[config.mk]
export PLATFORM = sky130hd
export DESIGN_NAME = maze_port_arbiter
export DESIGN_NICKNAME = d
export VERILOG_FILES = /design/src/rtl/maze_port_arbiter.sv
export SDC_FILE = /design/constraint.sdc
export NUM_CORES = 1
export LEC_CHECK = 0
export ABC_AREA = 1
export CAP_MARGIN = 15
export CORE_AREA = 2 2 69 64
export CTS_CLUSTER_SIZE = 28
export DETAILED_ROUTE_END_ITERATION = 8
export DIE_AREA = 0 0 71 66
export HOLD_SLACK_MARGIN = 0.1
export PLACE_DENSITY = 0.87
export SLEW_MARGIN = 10
export SYNTH_ARGS = -nofsm -noshare
export SYNTH_HDL_FRONTEND = slang
export SYNTH_SLANG_ARGS = --single-unit
[constraint.sdc]
create_clock -name clk_25MHz -period 3.2 [get_ports clk_25MHz]
set_clock_uncertainty 0.1 [all_clocks]
set_input_delay 0.64 -clock clk_25MHz [delete_from_list [all_inputs] [get_ports clk_25MHz]]
set_output_delay 0.64 -clock clk_25MHz [all_outputs]
set_load 0.02 [all_outputs]
[src/rtl/maze_port_arbiter.sv]
// Shares one single-port maze BRAM between the pixel renderer (one-entry tile cache)
// and three round-robin query requesters (pacman, ghost1, ghost2).
module maze_port_arbiter #(
    parameter int MAZE_COLS = 28,
    parameter int MAZE_ROWS = 31
) (
    input  logic        clk_25MHz,
    input  logic        Reset,
    input  logic        render_active,
    input  logic [4:0]  render_row,
    input  logic [4:0]  render_col,
    output logic        render_wall,
    input  logic [2:0]  q_req,
    input  logic [14:0] q_row,
    input  logic [14:0] q_col,
    output logic [2:0]  q_ack,
    output logic [2:0]  q_valid,
    output logic        q_wall,
    output logic [4:0]  rom_row,
    output logic [4:0]  rom_col,
    input  logic        rom_data
);

    localparam logic [5:0] ROW_LIM = 6'(MAZE_ROWS);
    localparam logic [5:0] COL_LIM = 6'(MAZE_COLS);

    // Where next cycle's render_wall comes from.
    typedef enum logic [1:0] {
        RW_ZERO  = 2'd0,
        RW_ROM   = 2'd1,
        RW_CACHE = 2'd2
    } rw_sel_e;

    function automatic logic addr_ok(input logic [4:0] row, input logic [4:0] col);
        return ({1'b0, row} < ROW_LIM) && ({1'b0, col} < COL_LIM);
    endfunction

    function automatic logic [1:0] rr_next(input logic [1:0] idx);
        case (idx)
            2'd0:    return 2'd1;
            2'd1:    return 2'd2;
            default: return 2'd0;
        endcase
    endfunction

    function automatic logic [4:0] slice5(input logic [14:0] bus, input logic [1:0] idx);
        case (idx)
            2'd0:    return bus[4:0];
            2'd1:    return bus[9:5];
            default: return bus[14:10];
        endcase
    endfunction

    logic [1:0] ptr_q, ptr_d;
    logic       cache_valid_q;
    logic [4:0] cache_row_q, cache_col_q;
    logic       cache_data_q;
    rw_sel_e    rw_sel_q, rw_sel_d;
    logic [2:0] q_valid_q;
    logic       q_oob_q;

    logic       render_ok_s, render_hit_s, render_miss_s;
    logic       gnt_found_s;
    logic [1:0] gnt_idx_s, cand_s;
    logic [4:0] gnt_row_s, gnt_col_s;
    logic [2:0] q_ack_s;

    // Render cache lookup; a miss claims the BRAM port this cycle.
    always_comb begin
        render_ok_s   = addr_ok(render_row, render_col);
        render_hit_s  = cache_valid_q && (cache_row_q == render_row) && (cache_col_q == render_col);
        render_miss_s = !Reset && render_active && render_ok_s && !render_hit_s;
        if (render_active && render_ok_s) begin
            rw_sel_d = render_miss_s ? RW_ROM : RW_CACHE;
        end else begin
            rw_sel_d = RW_ZERO;
        end
    end

    // Round-robin query grant, searching from the pointer, only when render leaves the port free.
    always_comb begin
        gnt_found_s = 1'b0;
        gnt_idx_s   = ptr_q;
        cand_s      = ptr_q;
        if (!Reset && !render_miss_s) begin
            for (int k = 0; k < 3; k++) begin
                if (!gnt_found_s && q_req[cand_s]) begin
                    gnt_found_s = 1'b1;
                    gnt_idx_s   = cand_s;
                end
                cand_s = rr_next(cand_s);
            end
        end else begin
            gnt_found_s = 1'b0;
        end
        q_ack_s   = gnt_found_s ? (3'b001 << gnt_idx_s) : 3'b000;
        gnt_row_s = slice5(q_row, gnt_idx_s);
        gnt_col_s = slice5(q_col, gnt_idx_s);
        ptr_d     = gnt_found_s ? rr_next(gnt_idx_s) : ptr_q;
    end

    // BRAM address mux: render miss, granted query, or parked at zero.
    always_comb begin
        if (render_miss_s) begin
            rom_row = render_row;
            rom_col = render_col;
        end else if (gnt_found_s) begin
            rom_row = gnt_row_s;
            rom_col = gnt_col_s;
        end else begin
            rom_row = 5'd0;
            rom_col = 5'd0;
        end
    end

    assign q_ack = q_ack_s;

    // Responses; Reset squashes anything still in flight from the previous cycle.
    always_comb begin
        render_wall = 1'b0;
        if (Reset) begin
            render_wall = 1'b0;
        end else begin
            case (rw_sel_q)
                RW_ROM:   render_wall = rom_data;
                RW_CACHE: render_wall = cache_data_q;
                default:  render_wall = 1'b0;
            endcase
        end
        q_valid = Reset ? 3'b000 : q_valid_q;
        q_wall  = (!Reset && (|q_valid_q)) ? (q_oob_q | rom_data) : 1'b0;
    end

    // State update; the cache data bit fills the cycle after its miss, when rom_data is valid.
    always_ff @(posedge clk_25MHz) begin
        if (Reset) begin
            ptr_q         <= 2'd0;
            cache_valid_q <= 1'b0;
            cache_row_q   <= 5'd0;
            cache_col_q   <= 5'd0;
            cache_data_q  <= 1'b0;
            rw_sel_q      <= RW_ZERO;
            q_valid_q     <= 3'b000;
            q_oob_q       <= 1'b0;
        end else begin
            ptr_q     <= ptr_d;
            rw_sel_q  <= rw_sel_d;
            q_valid_q <= q_ack_s;
            q_oob_q   <= gnt_found_s && !addr_ok(gnt_row_s, gnt_col_s);
            if (render_miss_s) begin
                cache_valid_q <= 1'b1;
                cache_row_q   <= render_row;
                cache_col_q   <= render_col;
            end
            if (rw_sel_q == RW_ROM) begin
                cache_data_q <= rom_data;
            end
        end
    end

endmodule

==> results.txt, run 1 <==
- Run status: complete, no violations
- Starting density of the core: 42.01%
- Vias post-DR: 2230
- Global routing used 23.58% of the available tracks.
* Setup violation total in the final timing report: 0
* Hold WS: 0.3909 ns
- Layout area overhead: 70.97%
- Via density per instance: 5.057
- Static timing analysis puts the maximum clock frequency at 313.6 MHz.
* Critical Path, Cell by Cell: clkdlybuf4s50_1, nand2_2, nor2_4, buf_4, a21oi_4, nand2_2, nand2_4, nor2_4, buf_6, nand2_1, nand3_2, o21ai_1, buf_4
- Full die area: 4686 sq um
* Hold Crit Depth: 2
- Cells fill 71.82% of the core in the end.
- Worst hold path type: reg2reg
- Yosys printed 0 warnings.
- Share of the cycle needed by the critical path after routing: 99.66%
- The initialized floorplan defines 22 standard-cell rows.
- The floorplan step defined a core boundary enclosing 3991 sq um.
- Dividing the detail-routed wire length by the instance count gives 13.74 microns.
* Final global-route overflow total: 0
- At the pin with the least slew margin, the transition time is 0.3349 ns.
- Cell count after placement: 421
- VDD IR-drop max: 0.2910 mV
* Number of detailed-route iterations in the first pass: 4
- Crit path capture type: output pin
- After clock tree synthesis, the clock-pin slew on the worst setup and hold paths is 0.08 ns.
- For this run, the slowest stage of the critical path takes 0.42 ns.
- Final setup slack of the worst path: 0.01088 ns
- Across the run, the number of max-cap violations was 0.
* HPWL after detailed placement: 4057 microns
- Count of non-filler cells in the finished layout: 441
- Worst reg2reg startpoint: ptr_q[0]
- The largest total area in the synthesized netlist belongs to dfxtp_1.
- The design draws 1.181 mW.
* Number of port buffers: 64
- RePlAce Congestion: 0.9313
* Cell types occupying the most area after synthesis: dfxtp_1 24%, nand2_1 20%, inv_1 11%
* Launch point of the worst path: render_active
* Top-Level Pins: 65
- Nets in the synthesized netlist: 329
* Antenna cells: 0
- Setup total negative slack: 0 ns
- Worst relative slew slack: 77.50%
* Crit-path slowest cell: clkdlybuf4s50_1
- For the worst flop-to-flop path, the logic depth is 17.
* Drt first-iter violations: 158
- The via count of the first global-routing pass is 2111.
* Total wire length: 6058 microns
- In this run the number of H-tree levels came out at 1.
* Ratio of total power to cell area: 412.0 nW/um^2
* Final Hold Violating Endpoints: 0
* Minimum clock period: 3.189 ns
* Post-detailed-route count of antenna-violating nets: 0
- Data required time of the worst path: 2.46 ns
* Wire length of the first global-routing pass: 8921 microns
- Entering global routing, the biggest net connects 13 pins.
* Leakage power summed over all cells: 1.450 nW
- After detailed routing, the number of remaining DRC violations is 0.
- In the layout the commonest cells are 74 x nand2_1, 53 x buf_4, 43 x inv_1.
- The synthesized netlist occupies a cell area of 1677 sq um.
* Die outline width: 71 microns
- In this run the clock root is driven by a clkbuf_8.
- The initial antenna violation count came to 0.
- Synthesis handed over a netlist of 280 instances.
- Number of nets in the layout: 443
- TritonCTS clock tree: yes
* Number of storage elements in the synthesis netlist: 20
- Cell variety after synth: 37
* Fraction of layout instances using a drive strength above 1: 36.64%
* Syn Area/Cell: 5.988 sq um
* Area share of the leading cell type in the synthesized netlist: 23.88%
- Crit start category: primary input
* Number of clock sinks seen by CTS: 20
- Final design area excluding fillers: 2867 sq um
- The library cell used most frequently in the layout, excluding fill and tap cells, is nand2_1.
- The placed instances occupy a cell area of 2587 sq um.
* Number of pins with negative max-slew slack in the final report: 0
* Number of buffers added by the clock tree synthesis step: 3
* Data arrival, critical path: 2.45 ns
- Maximum net fanout on the critical path: 6
* Post-placement worst setup slack: -0.7855 ns
- Die H: 66 microns
- The setup path with the least slack is of type in2out.
* Clock latency of the later-clocked register in the worst-skew pair: 0.26 ns
- Largest buffer count on any clock path: 2
- Launch instance of the worst min-delay path: cache_data_q
- Sequential element share of the synthesized area: 23.88%
[per-layer routing]
| metal | global-route usage (%) | share of wire (%) | wire length (microns) | vias up |
|---|---|---|---|---|
| li1 | - | - | - | 1102 |
| met1 | 27.70 | 40 | 2425 | 1006 |
| met2 | 43.46 | 50 | 3028 | 101 |
| met3 | 5.945 | 7.3 | 443 | 21 |
| met4 | 4.717 | 2.6 | 160 | 0 |
| met5 | 0 | 0 | 0 | - |
[power by group]
part / switching (mW) / total, mW / internal [mW]
Clock: 0.0894 / 0.257 / 0.167
Combinational: 0.339 / 0.639 / 0.300
Sequential: 0.0151 / 0.285 / 0.270
Total: 0.444 / 1.18 / 0.737
[what timing repair did]
| item | CTS | global route |
|---|---|---|
| setup endpoints to repair | 13 | 13 |
| setup buffers | 9 | 6 |
| gates resized for setup | 97 | 67 |
| pin swaps | 18 | 25 |
| cloned | 1 | 0 |
| hold buffers | 0 | 0 |
[synth_stat cells, drive strengths merged]
cell and n:
a31oi 1, nor2 26, a211oi 1, nand2 100, nor3b 1, a21oi 10
clkbuf 3, o2111ai 2, nand3b 2, or2 4, nand3 24, o211ai 1
o21ai 20, nor4 1, nor3 1, buf 4, dfxtp 20, nand4 4
ha 2, clkinv 1, or4 1, inv 51
[worst max-delay path, delay by kind of cell]
family / cells / cell delay (ns)
compound gates: 2 / 0.38
buf+inv: 4 / 0.85
simple gates: 7 / 0.57
[final cells by class]
| type | count | area, sq um |
|---|---|---|
| tap | 48 | 60.06 |
| inverter | 52 | 201.4 |
| sequential | 20 | 401.6 |
| clock inverter | 1 | 30.03 |
| timing repair buffer | 115 | 947.2 |
| clock buffer | 3 | 41.29 |
| fill | 300 | 1125 |
| multi-input combinational | 202 | 1185 |
[registers in the layout (all words and copies together), names as in the netlist]
name           count
cache_valid_q      1
rw_sel_q           2
cache_data_q       1
ptr_q              2
q_oob_q            1
q_valid_q          3
cache_col_q        5
cache_row_q        5
[worst paths after layout]
check | endpoint | slack (ns)
worst max register to register | q_oob_q | 0.57
worst max-delay path | rom_row[2] | 0.01
worst min-delay path | cache_data_q | 0.39
worst min register to register | cache_data_q | 0.39
[logic make-up (layout without fill, tap and decap cells)]
kind of cell	Yosys count	after routing	synth area share (%)
adders and majority gates	2	2	1.492
DFF	20	20	23.88
buffers and inverters	59	171	15.60
AOI/OAI and AO/OA	35	36	12.84
and+or+nand+nor	164	164	46.19
Note: power is estimated with default switching activity, not from simulation.
==> run 2: changes to the inputs <==
- CORE_AREA: 2 2 69 64 -> 2 2 91 49
- DIE_AREA: 0 0 71 66 -> 0 0 93 51
- PLACE_DENSITY: 0.87 -> 0.88
==> run 2 against run 1 <==
  * Hold slack worse by 0.022 ns
  * Routed wire length is 10% higher
  * Clock-buffer cell count stayed put
  * Global-route usage is 1.9 points higher
  * Largest power group unchanged
  * Highest routed layer unchanged
==> results.txt, run 2 (synthesis gave the netlist of run 1 again) <==
- The final layout contains 445 nets.
- Worst hold path type: reg2reg
* Count of non-filler cells in the finished layout: 452
- Drt first-iter violations: 214
* Fraction of layout instances using a drive strength above 1: 40.51%
- Type of the setup path with the least slack: in2out
- In this run the worst path has a maximum fanout of 7.
- The internal power of the cells totals 0.7438 mW.
* Crit start category: primary input
* Setup violation total in the final timing report: 0
- For the worst setup path, the data required time is 2.46 ns.
- TritonCTS built the clock tree.
* Root buffer cell: clkbuf_8
- Share of the cycle needed by the critical path after routing: 99.94%
- The critical path contains buffers and inverters numbering 3 combined.
* HPWL after detailed placement: 4275 microns
- For this run, the top clock speed supported by timing is 312.7 MHz.
- Die outline width: 93 microns
* Worst relative slew slack: 79.59%
- DRC Markers: 0
- Setup repair after global routing could not meet its margin everywhere.
* Number of antenna violations at the first check in global routing: 0
- Post-detailed-route count of antenna-violating nets: 0
- The largest single stage delay on the critical path is 0.29 ns.
* Number of detailed-route iterations in the first pass: 5
* Part of the total power dissipated in sequential elements: 23.6%
* Most used cell along the critical path: nand2_1
- Global routing used 25.51% of the available tracks across all layers.
- The worst setup path is captured at an output pin.
- The smallest clock period supported by the final layout is computed as 3.198 ns.
- Summed over all layers, the global routing overflow is 0.
- Leaving out fill and tap cells, the most frequent cell in the layout is nand2_1.
* Vias post-DR: 2354
- The repair_antennas step left the layout with diodes totalling 0.
- Crit-path slowest cell: o21ai_4
- Kind of cell adding the most delay to the critical path: simple AND/OR/NAND/NOR gates
- Total wire length: 6679 microns
- Entering global routing, the biggest net connects 13 pins.
- Routed wire length per instance: 14.78 microns
- Across the run, the number of max-cap violations was 0.
* Number of pins with negative max-slew slack in the final report: 0
- Of the total power, combinational logic draws 54.9%.
- In this run switching power makes up 38.54% of total power.
* Starting density of the core: 41.05%
- Number of global-route vias before repair: 2127
* Leakage power summed over all cells: 1.452 nW
* VDD IR-drop max: 0.1783 mV
* Data arrival, critical path: 2.46 ns
- Largest buffer count on any clock path: 2
* Core region area: 4084 sq um
- Post-placement worst setup slack: -0.7726 ns
* Number of port buffers: 64
* Commonest cells after routing, fill and taps aside: 72 x nand2_1, 58 x buf_4, 39 x inv_1
- Walking the worst path, the cells encountered are clkbuf_2, nand2_1, nand2_1, inv_1, nand2_1, nor2_2, nand3_2, nand2_2, nand2_4, o21ai_4, nand2_4, nor2_1, nor2_2, nand2_1, nand2_1, buf_6.
* CTS H-tree depth: 1
- After clock tree synthesis, the clock-pin slew on the worst setup and hold paths is 0.08 ns.
* Core occupancy in the finished layout: 71.97%
- The clock reaches the later pin of the worst-skew pair after 0.27 ns.
* Layout area overhead: 75.30%
- Number of hold buffers added after CTS: 0
- In this run, the clock network consumes 21.5% of the power.
* Full die area: 4743 sq um
- The count of endpoints failing hold in the final timing report was 0.
- At the pin with the least slew margin, the transition time is 0.3034 ns.
- Wire length of the first global-routing pass: 9646 microns
* Run status: complete, no violations
- Counting every sink on the clock net gives 20.
- Switching power summed over all nets: 0.4664 mW
- In this run the count of I/O pins placed on the die edge is 65.
- RePlAce Congestion: 0.8840
* Power after layout: 1.210 mW
- Die H: 51 microns
* Largest registers in the final layout: cache_col_q x5, cache_row_q x5, q_valid_q x3
* Number of buffers added by the clock tree synthesis step: 3
- Final setup slack of the worst path: 0.002020 ns
- Cell count after placement: 433
- Ratio of total power to cell area: 411.8 nW/um^2
- Using the TritonRoute via totals, the vias-per-cell ratio works out to 5.208.
- The floorplan has 17 rows.
## run 2: changes by cell type in the layout (fill, tap and decap cells not counted), moves of 2 or more
cell / before / now
a21oi_1: 7 / 5
inv_1: 43 / 39
clkbuf_2: 9 / 6
nand2_2: 16 / 19
buf_4: 53 / 58
nor2_2: 5 / 7
o21ai_2: 2 / 5
o21ai_1: 6 / 4
inv_2: 7 / 10
nor2_1: 16 / 14
nand2_1: 74 / 72
## run 2: per-layer routing
layer  global-route usage, %  vias to the layer above  share of wire, %
li1                        -                     1107                 -
met1                   33.36                     1093                44
met2                   41.67                      131                44
met3                   8.112                       23               9.4
met4                   5.392                        0               2.6
met5                       0                        -                 0
## run 2: tightest hold or removal path: stages, from the launching register on
cell	delay (ns)
dfxtp_1	0.32
nand2_1	0.06
a21oi_1	0.05
## run 2: power groups by stage
| stage | logic [mW] | clock network, mW | registers, mW |
|---|---|---|---|
| 2_1_floorplan | 0.291 | 0 | 0.282 |
| 3_3_place_gp | 0.531 | 0 | 0.290 |
| 3_5_place_dp | 0.540 | 0 | 0.290 |
| 4_1_cts | 0.565 | 0.258 | 0.284 |
| 5_1_grt | 0.709 | 0.272 | 0.289 |
| 6_report | 0.664 | 0.260 | 0.286 |
## run 2: final cells by class
cell class                      instances  area, sq um
Timing Repair Buffer                  117        984.7
Multi-Input combinational cell        202         1205
Fill cell                             319         1145
Clock inverter                          1        30.03
Clock buffer                            3        41.29
Tap cell                               57        71.32
Sequential cell                        20        402.9
Inverter                               52        203.9
## run 2: path summary, 6_finish.rpt
check,cells past startpoint,from,endpoint,slack (ns)
max,16,render_row[2],rom_row[4],0.002
min,2,cache_data_q,cache_data_q,0.37
max reg2reg,18,cache_row_q[0],q_oob_q,0.61
min reg2reg,2,cache_data_q,cache_data_q,0.37
## run 2: stage by stage
step                      cell area, sq um  setup TNS (ns)  hold slack, ns
after floorplan                       1677               0          0.3391
after global placement                2634          -8.676          0.3462
after detailed placement              2634          -9.155          0.3531
after CTS                             2761               0          0.3651
after global routing                  2939         -0.9504          0.4063
final                                 2939               0          0.3686
## run 2: repair_timing
| item | CTS | global route |
|---|---|---|
| setup endpoints to repair | 13 | 13 |
| gates resized for setup | 96 | 94 |
| cloned | 1 | 0 |
| setup buffers | 7 | 7 |
| pin swaps | 13 | 36 |
==> run 3: changes to the inputs <==
- ABC_CLOCK_PERIOD_IN_PS: not set -> 3200
==> results of run 3 <==
Same layout as run 2: the final DEF is identical, and so are final timing and power.
